File: config.mk
export PLATFORM = sky130hd
export DESIGN_NAME = parity_serializer
export DESIGN_NICKNAME = d
export VERILOG_FILES = /design/src/rtl/parity_serializer.sv
export SDC_FILE = /design/constraint.sdc
export NUM_CORES = 1
export LEC_CHECK = 0
export CAP_MARGIN = 20
export CELL_PAD_IN_SITES_DETAIL_PLACEMENT = 2
export CELL_PAD_IN_SITES_GLOBAL_PLACEMENT = 2
export CORE_UTILIZATION = 30
export DETAILED_ROUTE_END_ITERATION = 16
export PLACE_DENSITY_LB_ADDON = 0.1
export RECOVER_POWER = 25
export SLEW_MARGIN = 30
export SYNTH_ARGS = -nofsm -noshare
export SYNTH_HDL_FRONTEND = slang
export SYNTH_SLANG_ARGS = --single-unit
File: constraint.sdc
create_clock -name clk -period 2.9 [get_ports clk]
set_clock_uncertainty 0.05 [all_clocks]
set_input_delay 0.58 -clock clk [delete_from_list [all_inputs] [get_ports clk]]
set_output_delay 0.58 -clock clk [all_outputs]
set_load 0.03 [all_outputs]
File: src/rtl/parity_serializer.sv
// -----------------------------------------------------------------------------
// parity_serializer
//
// Purpose
//   Takes one payload word plus its even-parity bit from an upstream
//   XOR-parity stage and sends it on a single serial line:
//     start (0) | DATA_W payload bits, LSB first | parity | STOP_BITS stop (1)
//   Every bit lasts CLKS_PER_BIT clock cycles. The line idles high.
//
// Parameters
//   DATA_W        payload width in bits, legal 1..16        (default 9)
//   CLKS_PER_BIT  clock cycles per serial bit, legal 1..255 (default 4)
//   STOP_BITS     number of stop bits, legal 1 or 2         (default 1)
//
// Ports
//   clk         in   clock, all state changes on the rising edge
//   rst         in   synchronous active-high reset
//   in_valid    in   upstream word/parity valid
//   in_ready    out  high only while idle; the word is taken at that edge
//   in_data     in   payload word [DATA_W-1:0]
//   in_parity   in   even-parity bit computed upstream (XOR of in_data)
//   tx          out  serial line, idles high
//   busy        out  high in every state except idle
//   frame_done  out  one-cycle pulse in the last stop cycle of a frame
//   par_err     out  sticky parity-mismatch flag (recheck build only)
//   dbg_state   out  current FSM state: 0 idle, 1 start, 2 data,
//                    3 parity, 4 stop
//
// Build option
//   PARITY_SERIALIZER_RECHECK_EN  when defined, the XOR of in_data is
//   recomputed at the handshake and compared with in_parity; a mismatch sets
//   par_err one edge later and it stays set until rst. When undefined,
//   par_err is tied low and no recheck logic exists.
//
// Handshake
//   A word is accepted at a rising edge where in_valid && in_ready are both
//   high (and rst is low). in_ready depends only on the FSM state, never on
//   in_valid, so upstream may hold in_valid high across frames. Inputs are
//   ignored while in_ready is low.
// -----------------------------------------------------------------------------
module parity_serializer #(
   parameter int DATA_W       = 9,
   parameter int CLKS_PER_BIT = 4,
   parameter int STOP_BITS    = 1
) (
   input  logic              clk,
   input  logic              rst,
   input  logic              in_valid,
   output logic              in_ready,
   input  logic [DATA_W-1:0] in_data,
   input  logic              in_parity,
   output logic              tx,
   output logic              busy,
   output logic              frame_done,
   output logic              par_err,
   output logic [2:0]        dbg_state
);

   // The bit-cycle counter must reach the longest state (the stop field),
   // the index counter must address every payload bit.
   localparam int CNT_W = $clog2(CLKS_PER_BIT * STOP_BITS + 1);
   localparam int IDX_W = $clog2(DATA_W + 1);

   localparam logic [CNT_W-1:0] BIT_LAST  = CNT_W'(CLKS_PER_BIT - 1);
   localparam logic [CNT_W-1:0] STOP_LAST = CNT_W'(CLKS_PER_BIT * STOP_BITS - 1);
   localparam logic [IDX_W-1:0] IDX_LAST  = IDX_W'(DATA_W - 1);

   typedef enum logic [2:0] {
      IDLE   = 3'd0,
      START  = 3'd1,
      DATA   = 3'd2,
      PARITY = 3'd3,
      STOP   = 3'd4
   } state_t;

   state_t            state_q, state_d;
   logic [CNT_W-1:0]  cnt_q, cnt_d;
   logic [IDX_W-1:0]  idx_q, idx_d;
   logic [DATA_W-1:0] data_q, data_d;
   logic              parity_q, parity_d;

   logic hs;
   logic bit_end;

   assign in_ready  = (state_q == IDLE);
   assign hs        = in_valid && in_ready;
   assign bit_end   = (cnt_q == BIT_LAST);
   assign busy      = (state_q != IDLE);
   assign dbg_state = state_q;

   // frame_done marks the final stop cycle; the FSM leaves STOP at the
   // edge that ends this cycle, so the pulse is always exactly one cycle.
   assign frame_done = (state_q == STOP) && (cnt_q == STOP_LAST);

   // -------------------------------------------------------------------------
   // Next-state logic
   // -------------------------------------------------------------------------
   always_comb begin
      state_d  = state_q;
      cnt_d    = cnt_q;
      idx_d    = idx_q;
      data_d   = data_q;
      parity_d = parity_q;

      case (state_q)
         IDLE: begin
            cnt_d = '0;
            idx_d = '0;
            if (hs) begin
               // The word is copied once here and held untouched for the
               // whole frame, so upstream may change in_data freely.
               data_d   = in_data;
               parity_d = in_parity;
               state_d  = START;
            end
         end

         START: begin
            if (bit_end) begin
               cnt_d   = '0;
               state_d = DATA;
            end else begin
               cnt_d = cnt_q + CNT_W'(1);
            end
         end

         DATA: begin
            if (bit_end) begin
               cnt_d = '0;
               if (idx_q == IDX_LAST) begin
                  idx_d   = '0;
                  state_d = PARITY;
               end else begin
                  idx_d = idx_q + IDX_W'(1);
               end
            end else begin
               cnt_d = cnt_q + CNT_W'(1);
            end
         end

         PARITY: begin
            if (bit_end) begin
               cnt_d   = '0;
               state_d = STOP;
            end else begin
               cnt_d = cnt_q + CNT_W'(1);
            end
         end

         STOP: begin
            // The whole stop field is counted in one run rather than bit by
            // bit, which is why the counter is sized for STOP_BITS bits.
            if (cnt_q == STOP_LAST) begin
               cnt_d   = '0;
               state_d = IDLE;
            end else begin
               cnt_d = cnt_q + CNT_W'(1);
            end
         end

         default: begin
            cnt_d   = '0;
            idx_d   = '0;
            state_d = IDLE;
         end
      endcase
   end

   // -------------------------------------------------------------------------
   // Serial line: decoded from the registered state only, so it never
   // depends on the upstream inputs.
   // -------------------------------------------------------------------------
   always_comb begin
      tx = 1'b1;
      case (state_q)
         START:   tx = 1'b0;
         DATA:    tx = data_q[idx_q];
         PARITY:  tx = parity_q;   // sent exactly as supplied
         default: tx = 1'b1;
      endcase
   end

   // -------------------------------------------------------------------------
   // State register
   // -------------------------------------------------------------------------
   always_ff @(posedge clk) begin
      if (rst) begin
         state_q  <= IDLE;
         cnt_q    <= '0;
         idx_q    <= '0;
         data_q   <= '0;
         parity_q <= 1'b0;
      end else begin
         state_q  <= state_d;
         cnt_q    <= cnt_d;
         idx_q    <= idx_d;
         data_q   <= data_d;
         parity_q <= parity_d;
      end
   end

   // -------------------------------------------------------------------------
   // Optional parity recheck
   // -------------------------------------------------------------------------
`ifdef PARITY_SERIALIZER_RECHECK_EN
   logic mis_q, mis_d;
   logic par_err_q, par_err_d;

   // mis_q holds the comparison taken at the handshake; it is folded into
   // the sticky flag on the next edge.
   always_comb begin
      mis_d     = hs && ((^in_data) != in_parity);
      par_err_d = par_err_q | mis_q;
   end

   always_ff @(posedge clk) begin
      if (rst) begin
         mis_q     <= 1'b0;
         par_err_q <= 1'b0;
      end else begin
         mis_q     <= mis_d;
         par_err_q <= par_err_d;
      end
   end

   assign par_err = par_err_q;
`else
   assign par_err = 1'b0;
`endif

   // -------------------------------------------------------------------------
   // Embedded properties
   // -------------------------------------------------------------------------
   a_done_then_idle : assert property (@(posedge clk) disable iff (rst)
      frame_done |=> (state_q == IDLE));

   a_cnt_bound : assert property (@(posedge clk)
      cnt_q <= STOP_LAST);

   a_idx_bound : assert property (@(posedge clk)
      idx_q <= IDX_LAST);

   a_word_stable : assert property (@(posedge clk) disable iff (rst)
      (busy && $past(busy)) |-> $stable(data_q));

endmodule

==> results of run 1 <==
repair_timing:
| item | 4_1_cts | 5_1_grt |
|---|---|---|
| hold buffers | 0 | 0 |
| gates resized for setup | 1 | 1 |
| setup endpoints to repair | 1 | 1 |
| cloned | 0 | 0 |
synth_stat cells (3+ instances only):
cell type | number | area share
or3_1 | 3 | 0.019
nand2_1 | 25 | 0.095
a211oi_1 | 3 | 0.023
ha_1 | 4 | 0.051
a21oi_1 | 15 | 0.076
inv_1 | 7 | 0.027
dfxtp_1 | 20 | 0.41
nor2_1 | 8 | 0.030
o21ai_0 | 4 | 0.020
registers in the layout, summed over array words and instances, names as in the netlist:
name / count
data_q: 9
idx_q: 4
cnt_q: 3
dbg_state: 3
parity_q: 1
where the power goes:
part           switching, mW  leakage (nW)  total [mW]  internal, mW
logic                 0.0405         0.269      0.0766        0.0362
clock network         0.0928        0.0210       0.169        0.0767
registers             0.0102         0.164       0.296         0.286
total                  0.143         0.453       0.542         0.399
stage by stage:
stage / power [mW] / cells / worst slack (ps) / util
6_report: 0.5422 / 182 / 89.20 / 0.4033
4_1_cts: 0.5514 / 182 / 31.29 / 0.4041
2_1_floorplan: 0.3455 / 118 / 512.2 / -
3_5_place_dp: 0.3818 / 178 / 155.9 / 0.3927
3_3_place_gp: 0.3776 / 178 / 190.9 / 0.3927
5_1_grt: 0.5683 / 182 / 14.91 / 0.4033
worst min path at each step:
stage               startpoint  endpoint  cells past startpoint  slack [ps]
floorplan             cnt_q[0]  cnt_q[0]                      1         350
global placement      cnt_q[0]  cnt_q[0]                      1         360
detailed placement    cnt_q[0]  cnt_q[0]                      1         370
CTS                   cnt_q[0]  cnt_q[0]                      1         390
global route          cnt_q[0]  cnt_q[0]                      1         410
finish                cnt_q[0]  cnt_q[0]                      1         380
logic make-up (layout without fill, tap and decap cells):
kind of cell               after synthesis  in the layout  share of synthesized area
and+or+nand+nor                         49             49                     0.2319
AOI/OAI and AO/OA                       26             26                     0.1534
DFF                                     20             20                     0.4056
buffers and inverters                   13             33                    0.07350
adders and majority gates                4              4                    0.05070
muxes                                    3              3                    0.06337
xor gates and xnor gates                 2              2                    0.01775
other                                    1              1                   0.003799
worst max-delay path, stage by stage (launching register included):
cell,delay (ps)
dfxtp_2,370
mux4_1,540
mux2i_1,190
a211oi_1,70
or3_1,350
dlygate4sd2_1,360
routing by layer:
metal,up-vias,routed length (um)
met3,3,67
met4,0,25
li1,438,-
met2,15,1264
met5,-,0
met1,440,1181
area by class of cell:
type | count | area, um^2 | share of cell area
Timing Repair Buffer | 22 | 207.7 | 0.1673
Inverter | 7 | 26.28 | 0.02117
Tap cell | 44 | 55.05 | 0.04435
Clock buffer | 4 | 36.28 | 0.02923
Multi-Input combinational cell | 85 | 514.2 | 0.4143
Sequential cell | 20 | 401.6 | 0.3236
==> impl_metrics.toml, run 1 <==
[outcome]
status = "finished, final reports clean"

[timing]
setup_tns_ps = 0
period_needed_ps = 2811
fmax_mhz = 355.8
rsz0062_at_grt = "false"
drv_slew = 0
hold_slack_ps = 378.2
relSlewSlack = 0.5214
timing.final.crit_share = 0.9692
worst_slew_pin_slew_ps = 717.8
hold_viol = 0
setup_viol = 0

[logic_synthesis]
synth_ff_type = "dfxtp_1"
syn_inst = 118
synth_area_um2 = 987.2
yosysSeqAreaShare = 0.4056
ys_async_sr_fraction = 0
synth_seq_cells = 20
yosys_warnings = 0
post_synth_num_cell_types = 30
synth_edf_count = 0
syn_area_per_cell_um2 = 8.366
synth_nets = 135

[floorplanning]
die_y_um = 59.37
start_util = 0.3207
io_pins = 21
placementRows = 20
fp.dieW_um = 59.37
fp.coreArea_mm2 = 0.003078
dieArea_mm2 = 0.003524

[power_and_ir_drop]
vdd.ir_drop.worst_mv = 0.1913
power.density_mw_per_mm2 = 436.8
leakage_nw = 0.4533

[grt]
grt-ovfl-total = 0
grt_busiest_layer = "met2"
track_usage = 0.1664
met2_usage = 0.2809
grt_pass1_vias = 940
gr-usage-met1 = 0.2046
antenna_found_initial = 0
grt_pass1_wl_um = 4298
grt_max_degree = 16
use_met3 = 0.03275

[critical_path]
reg2reg_setup_slack_ps = 1060
cp_max_fo = 3
path_class = "reg2out"
cp-end-kind = "output pin"
startpoint = "idx_q[1]"
crit_end = "tx"
worstReg2RegStart = "cnt_q[0]"
cp-start-kind = "register"
worstPathArrival_ps = 2180
critPathRequiredTime_ps = 2270
rr_worst_depth = 7
r2r-end = "idx_q[3]"

[placement]
place_congestion = 0.6951
dp_hpwl_um = 1970
portBuffers = 19
dpl_cell_area_mm2 = 0.001209

[final_layout]
finalInstanceArea_mm2 = 0.001241
diodes = 0
syn2layout_area_growth_pct = 25.73
layout-drive-gt1-share = 0.05797
n_fill_cell = 354
layout_common_cells = "nand2_1, dfxtp_1, clkdlybuf4s50_1"
fin_nets = 156
final_common_cell = "nand2_1"

[cts]
numCtsBuffers = 3
clkSinkCount = 20
post_cts_buffers = 0
clkLatencyLatePin_ps = 310
clk_pin_slew_worst_paths_ps = 120
ctsHtreeMaxLevel = 1
cts_tree = "built"
cts_root_buffer = "clkbuf_4"
clk_path_buf_depth = 2

[min_path]
min_path_type = "reg2reg"

[detailed_routing]
first_pass_iters = 4
viasPerCell = 4.923
drt_wl_total_um = 2538
wl_per_cell_um = 13.95
drc = 0
num_vias = 896
drt-initial-drc-count = 42
ant_nets = 0

[flow_run]
drv_cap = 0
No activity file was read; power rests on OpenSTA's default activity.
==> inputs of run 2 (changes only) <==
CORE_UTILIZATION = 28   (was 30)
clock period = 2.6 ns   (was 2.9 ns; I/O delays follow)
==> run 2 against run 1 <==
  * Register-to-register slack got worse by 430 ps
  * Hold slack gained 7.4 ps
  * Sequential power increased by 10%
  * Global-route usage down 1.4 points
  * Critical endpoint unchanged
  * Highest routed layer is now met3
==> impl_metrics.toml, run 2 (synthesis gave the netlist of run 1 again) <==
[critical_path]
rr_worst_depth = 7
cp-start-kind = "register"
worstReg2RegStart = "cnt_q[0]"
r2r-end = "idx_q[3]"
max_stage_delay_ps = 550
cp-end-kind = "output pin"
critPathRequiredTime_ps = 2030
critPathSlowestCell = "mux4_1"
crit_chain = "mux4_1, mux2i_1, a211oi_1, or3_1, buf_6"
worstPathArrival_ps = 1940
path_class = "reg2out"
cp_max_fo = 3
worst-path-buf-inv = 1
reg2reg_setup_slack_ps = 630
crit_family = "multiplexers"

[final_layout]
layout-drive-gt1-share = 0.09220
syn2layout_area_growth_pct = 29.78
n_fill_cell = 421
layout_common_cells = "nand2_1, dfxtp_1, clkdlybuf4s50_1"
ff_latch_area_um2 = 401.6
largest-register = "data_q"
multi_input_area_um2 = 510.5
finalInstanceArea_mm2 = 0.001281
final_common_cell = "nand2_1"
reg_top3 = "data_q (9), idx_q (4)"
largest_register_ffs = 9
fin_nets = 159
diodes = 0

[grt]
track_usage = 0.1524
grt-ovfl-total = 0
grt_pass1_vias = 892
grt_max_degree = 15
grt_pass1_wl_um = 4174
antenna_found_initial = 0

[timing]
period_needed_ps = 2510
hold_slack_ps = 385.6
drv_slew = 0
fmax_mhz = 398.4
setup_viol = 0
timing.final.crit_share = 0.9653
hold_viol = 0
rsz0062_at_grt = "false"

[floorplanning]
fp.coreArea_mm2 = 0.003363
start_util = 0.2935
fp.dieW_um = 61.38
dieArea_mm2 = 0.003767
io_pins = 21
placementRows = 21
die_y_um = 61.38

[cts]
ctsHoldBuffers = 0
clk_path_buf_depth = 2
clk_pin_slew_worst_paths_ps = 120
clkLatencyLatePin_ps = 310
cts_tree = "built"
post_cts_buffers = 0
ctsHtreeMaxLevel = 1
clkSinkCount = 20
cts_root_buffer = "clkbuf_4"
numCtsBuffers = 3

[power_and_ir_drop]
vdd.ir_drop.worst_mv = 0.2966
power.density_mw_per_mm2 = 532.5
p_total_mw = 0.6823
leakage_nw = 0.4699

[outcome]
status = "finished, final reports clean"

[placement]
dpl_cell_area_mm2 = 0.001234
dp_hpwl_um = 1893
place_congestion = 0.7708
portBuffers = 19

[detailed_routing]
drt_wl_total_um = 2535
first_pass_iters = 3
wl_per_cell_um = 13.56
drc = 0
num_vias = 903
ant_nets = 0
drt-initial-drc-count = 45
viasPerCell = 4.829

[min_path]
hold_path_depth = 1
min_to = "cnt_q[0]"
min_path_type = "reg2reg"
min_from = "cnt_q[0]"

[flow_run]
drv_cap = 0
run 2: cell count changes in the layout (fill, tap and decap cells not counted), sizes merged:
cell and change:
clkdlybuf4s50 +1, bufinv +1, dlygate4sd3 -1, dlygate4sd2 -1, clkbuf -1, buf +4
run 2: area by class of cell:
| cell class | instances | share of cell area |
|---|---|---|
| Sequential cell | 20 | 0.3135 |
| Multi-Input combinational cell | 85 | 0.3984 |
| Inverter | 7 | 0.02051 |
| Timing Repair Buffer | 25 | 0.1816 |
| Clock inverter | 1 | 0.02344 |
| Clock buffer | 3 | 0.01758 |
| Tap cell | 46 | 0.04492 |
run 2: worst reg2reg max path, stage by stage, from the launching register on:
cell,delay (ps)
dfxtp_1,360
ha_1,160
ha_1,180
clkbuf_1,250
nor2b_1,110
o31a_1,320
or3_1,360
a21oi_1,140
run 2: what timing repair did:
action | 4_1_cts | 5_1_grt
cloned | 0 | 0
gates resized for setup | 6 | 4
setup endpoints to repair | 1 | 1
pin swaps | 0 | 1
run 2: metal layers:
metal	vias to the layer above	track usage	share of wire
met5	-	0	0
met4	0	0.01905	0
met3	0	0.04412	0.032
met2	15	0.2686	0.49
met1	442	0.1900	0.48
li1	446	-	-
run 2: worst max-delay path by stage:
| stage | from | to | slack (ps) | cells after the start |
|---|---|---|---|---|
| 2_1_floorplan | dbg_state[2] | busy | 270 | 3 |
| 5_1_grt | idx_q[1] | tx | 10 | 5 |
| 3_3_place_gp | idx_q[1] | tx | -60 | 5 |
| 4_1_cts | idx_q[1] | tx | 20 | 5 |
| 6_report | idx_q[1] | tx | 90 | 5 |
| 3_5_place_dp | idx_q[1] | tx | -70 | 5 |
run 2: where the power goes:
part	internal (mW)	switching [mW]
clock network	0.156	0.107
logic	0.0442	0.0480
registers	0.319	0.00827
run 2: through the flow:
stage          TNS [ps]  std cells  utilization  setup WS [ps]
3_3_place_gp     -64.56        183       0.3668         -64.56
6_report              0        187       0.3810          90.16
5_1_grt               0        187       0.3810          12.35
2_1_floorplan         0        118            -          272.2
4_1_cts               0        187       0.3813          17.53
3_5_place_dp     -72.28        183       0.3668         -72.28
